**src/rtl/regfile_write_arbiter.sv**
```systemverilog
// Write-port owner for the 8x8 register file: init fill after reset,
// then WB-priority sharing with a debug requester and a starvation guard.
module regfile_write_arbiter #(
  parameter int DATA_W        = 8,
  parameter int ADDR_W        = 3,
  parameter int NUM_REGS      = 8,
  parameter int INIT_ON_RESET = 1,
  parameter int MAX_WAIT      = 4
) (
  input  logic              clk,
  input  logic              reset,
  input  logic              wb_wr_en,
  input  logic [ADDR_W-1:0] wb_wr_addr,
  input  logic [DATA_W-1:0] wb_wr_data,
  input  logic              dbg_req_valid,
  input  logic [ADDR_W-1:0] dbg_req_addr,
  input  logic [DATA_W-1:0] dbg_req_data,
  output logic              dbg_req_ready,
  output logic              rf_we,
  output logic [ADDR_W-1:0] rf_waddr,
  output logic [DATA_W-1:0] rf_wdata,
  output logic              init_busy,
  output logic              wb_stall
);

  localparam logic [1:0] ST_INIT  = 2'd0;
  localparam logic [1:0] ST_RUN   = 2'd1;
  localparam logic [1:0] ST_FORCE = 2'd2;

  localparam logic [ADDR_W-1:0] LAST = ADDR_W'(NUM_REGS - 1);
  localparam logic [3:0]        MAXW = 4'(MAX_WAIT);
  localparam logic              INIT = (INIT_ON_RESET != 0);

  logic [1:0]        state;
  logic [ADDR_W-1:0] init_idx;
  logic [3:0]        wait_cnt;
  logic [3:0]        wait_nxt;

  assign dbg_req_ready = (state == ST_FORCE) ||
                         ((state == ST_RUN) && !wb_wr_en);

  always_comb begin
    wait_nxt = (wait_cnt == MAXW) ? MAXW : wait_cnt + 4'd1;
  end

  always_ff @(posedge clk) begin
    if (!reset) begin
      state     <= INIT ? ST_INIT : ST_RUN;
      rf_we     <= 1'b0;
      rf_waddr  <= '0;
      rf_wdata  <= '0;
      init_idx  <= '0;
      wait_cnt  <= '0;
      init_busy <= INIT;
      wb_stall  <= INIT;
    end else begin
      rf_we <= 1'b0;
      unique case (state)
        ST_INIT: begin
          rf_we    <= 1'b1;
          rf_waddr <= init_idx;
          rf_wdata <= DATA_W'(init_idx);
          init_idx <= init_idx + 1'b1;
          if (init_idx == LAST) begin
            state     <= ST_RUN;
            init_busy <= 1'b0;
            wb_stall  <= 1'b0;
          end
        end
        ST_RUN: begin
          if (wb_wr_en) begin
            rf_we    <= 1'b1;
            rf_waddr <= wb_wr_addr;
            rf_wdata <= wb_wr_data;
            if (dbg_req_valid) begin
              wait_cnt <= wait_nxt;
              // Guard trips on the edge the count reaches its limit
              if (wait_nxt == MAXW) begin
                state    <= ST_FORCE;
                wb_stall <= 1'b1;
              end
            end else begin
              wait_cnt <= '0;
            end
          end else begin
            if (dbg_req_valid) begin
              rf_we    <= 1'b1;
              rf_waddr <= dbg_req_addr;
              rf_wdata <= dbg_req_data;
            end
            wait_cnt <= '0;
          end
        end
        ST_FORCE: begin
          if (dbg_req_valid) begin
            rf_we    <= 1'b1;
            rf_waddr <= dbg_req_addr;
            rf_wdata <= dbg_req_data;
          end
          wait_cnt <= '0;
          state    <= ST_RUN;
          wb_stall <= 1'b0;
        end
        default: begin
          state    <= ST_RUN;
          wb_stall <= 1'b0;
        end
      endcase
    end
  end

endmodule

```
**config.mk**
```make
export PLATFORM = sky130hd
export DESIGN_NAME = regfile_write_arbiter
export DESIGN_NICKNAME = d
export VERILOG_FILES = /design/src/rtl/regfile_write_arbiter.sv
export SDC_FILE = /design/constraint.sdc
export NUM_CORES = 1
export LEC_CHECK = 0
export ABC_AREA = 1
export CAP_MARGIN = 20
export CORE_MARGIN = 10
export CORE_UTILIZATION = 40
export DETAILED_ROUTE_END_ITERATION = 7
export DONT_BUFFER_PORTS = 1
export MAX_ROUTING_LAYER = met4
export SYNTH_ARGS = -nofsm -noshare
export SYNTH_HDL_FRONTEND = slang
export SYNTH_SLANG_ARGS = --single-unit
```
**constraint.sdc**
```tcl
create_clock -name clk -period 2.2 [get_ports clk]
set_clock_uncertainty 0.2 [all_clocks]
set_input_delay 0.66 -clock clk [delete_from_list [all_inputs] [get_ports clk]]
set_output_delay 0.66 -clock clk [all_outputs]
set_load 0.005 [all_outputs]
```
# Word level (Yosys, flattened, before mapping)
# Cells that the tools add are included.
# W data, S select, Z words.
[word_totals]
register_bits = 23
output_inout_bits = 15
elab_cells = 50
[classes]
add_sub_neg = 2
eq_ne = 9
muxes = 23
reduce_logical = 8
[op_table]
columns = ["op", "n"]
rows = [
  ["$pmux W8 S3", 1],
  ["$mux W8", 2],
  ["$mux W4", 3],
  ["$pmux W3 S3", 1],
  ["$eq A4 B3 Y1 const B", 2],
  ["$mux W2", 4],
  ["$pmux W4 S2", 1],
  ["$mux W1", 6],
  ["$mux W3", 2],
  ["$ne A2 B2 Y1 const B", 3],
  ["$add A4 B1 Y4 const B", 1],
  ["$pmux W2 S2", 1],
  ["$reduce_and A4 Y1", 1],
  ["$add A3 B1 Y3 const B", 1],
  ["$eq A3 B3 Y1 const B", 1],
  ["$pmux W1 S3", 1],
  ["$reduce_bool A3 Y1", 1],
  ["$eq A2 B1 Y1 const B", 1],
  ["$eq A2 B2 Y1 const B", 1],
  ["$logic_not A2 Y1", 1],
  ["$ne A2 B1 Y1 const B", 1],
  ["$pmux W1 S2", 1],
  ["$reduce_and A2 Y1", 1],
  ["$reduce_bool A2 Y1", 1],
  ["3 further kinds", 3],
]

# Depth between registers and ports, before layout
[logic_depth]
ltp_word = 7
mapped_depth = 9
ltp_nobuf = 9

# Worst setup path before layout
# Ideal clock, no wire load.
[synth_timing]
path_kind = "input to output"
from = "input port wb_wr_en"
to = "output port dbg_req_ready"
arrival_time_ns = 1.070
required_ns = 1.340
slack_ns = 0.270
stages = 4
path_buffers = 1
cell_sequence = "inv_2 > a21oi_2 > buf_6 > inv_1"
[synth_via]
elab_chain_cells = 3
[synth_rtl]
columns = ["element", "line", "text"]
rows = [
  ["from (decl)", "12", "input logic wb_wr_en,"],
  ["$logic_not A1 Y1", "40", "((state == ST_RUN) && !wb_wr_en);"],
  ["$logic_and A1 B1 Y1", "40", ""],
  ["$logic_or A1 B1 Y1", "39", "assign dbg_req_ready = (state == ST_FORCE) ||"],
  ["to (decl)", "18", "output logic dbg_req_ready,"],
]
# No other way between the ends.

# Worst setup path after layout
[layout_timing]
from = "register state[0]"
to = "output port dbg_req_ready"
[layout_via]
elab_chain_cells = 3
word_cells_on_any_way = 4
classes_between = "eq/ne: 2; reduce/logical: 2"
[layout_rtl]
columns = ["element", "line", "text"]
rows = [
  ["from (decl)", "34", "logic [1:0] state;"],
  ["from (signal assigned)", "48", "state <= INIT ? ST_INIT : ST_RUN;"],
  ["$eq A2 B1 Y1", "40", ""],
  ["$logic_and A1 B1 Y1", "40", ""],
  ["$logic_or A1 B1 Y1 (*)", "39", ""],
]
# Every way passes the cells marked *; elsewhere a longest branch is shown, timed or not.

==> run metrics <==
outcome completed; largest net degree at the start of global routing 20; CP max stage cell dfxtp_2; synthesized flop and latch total 23; Period minus WS final 2.10 ns; CTS tree done; vias in the first global route 1166; DIE WIDTH 79.9 microns; Slew @ Worst Pin 0.691 ns; Routed Antenna Nets 0; post-detail-place hpwl 2.82 mm; synth unique cells 29; Leak Pwr 0.000556 uW; Crit. End Element output pin; Placed Cells 213; Area Overhead vs Synth 2.26%; share of cells above drive strength 1 22.2%; initial antenna violation count 0; Post-CTS Setup Bufs 0; Avg Synthesized Cell Area 8.35 sq um; final setup vio count 0; drt pass-1 iters 4; Syn Nets 206; first-pass GRT wire length 5.66 mm; DRC 0; DR vias 1166; CP dominant cell by count inv_1; data required time at the worst endpoint 1.34 ns; CTS H-tree lvls 1; EDFF count, synth 0; fin nets 206; Starting Density 42.1%; synthesized area 1440 sq um; Final Non-Filler Cells 217; CTS sink cnt 23; I/O pins 41; Port-buffer cells 0; GP Congestion 0.801; wire per inst 16.3 microns; Max clock buf depth 2; Warnings, synthesis 0; final slew viol count 0; post-DR vias/cell 5.37; Buf/Inv on CP 2; Syn Inst Count 172; Overflow after GRT 0; Worst EP arrival 1.24 ns; kind of critical path register to output pin; max_slew headroom 53.8%; Chip Height 79.9 microns; Inserted Diodes 0; Critical Path Max Stage Delay 0.37 ns; startpoint class of the critical path register; delay-heaviest family, CP flip-flops; Worst-Skew Late Latency 0.31 ns; RSZ-0062 raised after global routing false; ys flop type dfxtp_1; worst-path maximum fanout 4; Max Clock Freq 0.477 GHz; Hold WC Path Type input pin to register; CTS root buf clkbuf_4; worst vdd rail ir drop 434 uV; PwrDens 879 nW/um^2; die area 6390 sq um; Final period util 95.3%; TritonCTS Buffers 3; Hold Fails Final Rpt 0; clock-pin slew on the worst setup and hold paths 0.12 ns; worst-path cell chain inv_1 > ha_1 > a21oi_2 > inv_1; 1st-iter DRT viols 43; Max Cap Violations 0; setup TNS 0 ns; final wirelength 3.54 mm; Seq/Total Area, Yosys 32.1%; Tot GR Track Use 11.2%; Placeable Area 3420 sq um; # rows 21; asr flop ratio synth 0%
[cell usage after synthesis, types with 6 or more instances]
master   count  area (sq um)
a21oi_1     12          60.1
inv_1       11          41.3
nor2_1       7          26.3
a22oi_1      6          45.0
a21oi_2      7          61.3
ha_1         8           100
nand3_1     17          85.1
o21ai_2      9          78.8
nand2_1     30           113
o21ai_0      6          30.0
dfxtp_1     23           460
mux2i_1     11           110
[worst register-to-register path, delay by kind of cell (launching register included)]
kind / cells / cell delay [ns]
AND/OR/NAND/NOR: 2 / 0.74
flip-flops: 1 / 0.37
adder cells (fa/ha/maj): 1 / 0.29
buffers and inverters: 2 / 0.18
AO/OA/AOI/OAI: 1 / 0.15
[stage by stage]
step	hold slack [ns]	total power, uW	util [%]	area, sq um	setup slack [ns]
finish	0.211	1290	43.0	1470	0.104
global route	0.187	1400	43.0	1470	0.000669
floorplan	0.250	1010	-	1440	0.270
detailed placement	0.289	1110	42.1	1440	0.198
CTS	0.203	1300	42.9	1470	0.0287
global placement	0.278	1080	42.1	1440	0.279
[placed cells by master (no fill, tap or decap), drive strengths merged]
| cell | n |
|---|---|
| a211oi | 1 |
| a21oi | 19 |
| nand4 | 1 |
| mux2i | 11 |
| clkinv | 3 |
| a22oi | 6 |
| nor4 | 1 |
| nor2 | 11 |
| nand3 | 19 |
| o21ai | 15 |
| xnor2 | 2 |
| dfxtp | 23 |
| buf | 3 |
| clkbuf | 3 |
| inv | 13 |
| nand2 | 32 |
| ha | 8 |
[area by class of cell]
class,instances,area (sq um)
Clock buffer,3,22.5
Clock inverter,1,5.00
Fill cell,360,1950
Inverter,15,62.6
Multi-Input combinational cell,126,836
Sequential cell,23,463
Tap cell,46,57.6
Timing Repair Buffer,3,22.5
[flip-flops by register name, indices dropped and copies added, names as in the netlist]
register / count
rf_we: 1
init_idx: 3
rf_wdata: 8
wb_stall: 1
wait_cnt: 4
rf_waddr: 3
init_busy: 1
state: 2
[path summary, 6_finish.rpt]
kind,slack (ns),to,cells after the start,from
max,0.10,dbg_req_ready,4,state[0]
min,0.21,init_busy,1,reset
max reg2reg,0.21,rf_wdata[0],6,state[1]
min reg2reg,0.30,init_busy,2,init_busy
[repair_timing]
| action | in CTS | in global routing |
|---|---|---|
| setup endpoints to repair | 0 | 1 |
| resized for setup | 0 | 2 |
| hold buffers | 0 | 0 |
[per-layer routing]
metal	share of wire, %	GRT usage, %	vias to the layer above	routed length [microns]
li1	-	-	585	-
met1	41	11.9	551	1460
met2	50	19.4	28	1770
met3	8.3	4.84	2	295
met4	0.48	1.06	0	17
met5	0	-	-	0
[logic make-up (layout without fill, tap and decap cells)]
| kind of cell | count (synthesis) | count (layout) | share of synthesized area, % |
|---|---|---|---|
| multiplexers | 11 | 11 | 7.67 |
| buffers and inverters | 23 | 22 | 9.75 |
| XOR/XNOR | 2 | 2 | 1.22 |
| flip-flops | 23 | 23 | 32.1 |
| AND/OR/NAND/NOR | 64 | 64 | 22.6 |
| adder cells (fa/ha/maj) | 8 | 8 | 6.97 |
| AO/OA/AOI/OAI | 41 | 41 | 19.7 |
[power breakdown]
group / switching [uW] / total [uW] / leakage, uW / internal [uW]
sequential: 84.4 / 581 / 0.000188 / 497
combinational: 319 / 515 / 0.000350 / 196
clock: 127 / 195 / 0.0000177 / 68.0
No activity file was read; power rests on OpenSTA's default activity.
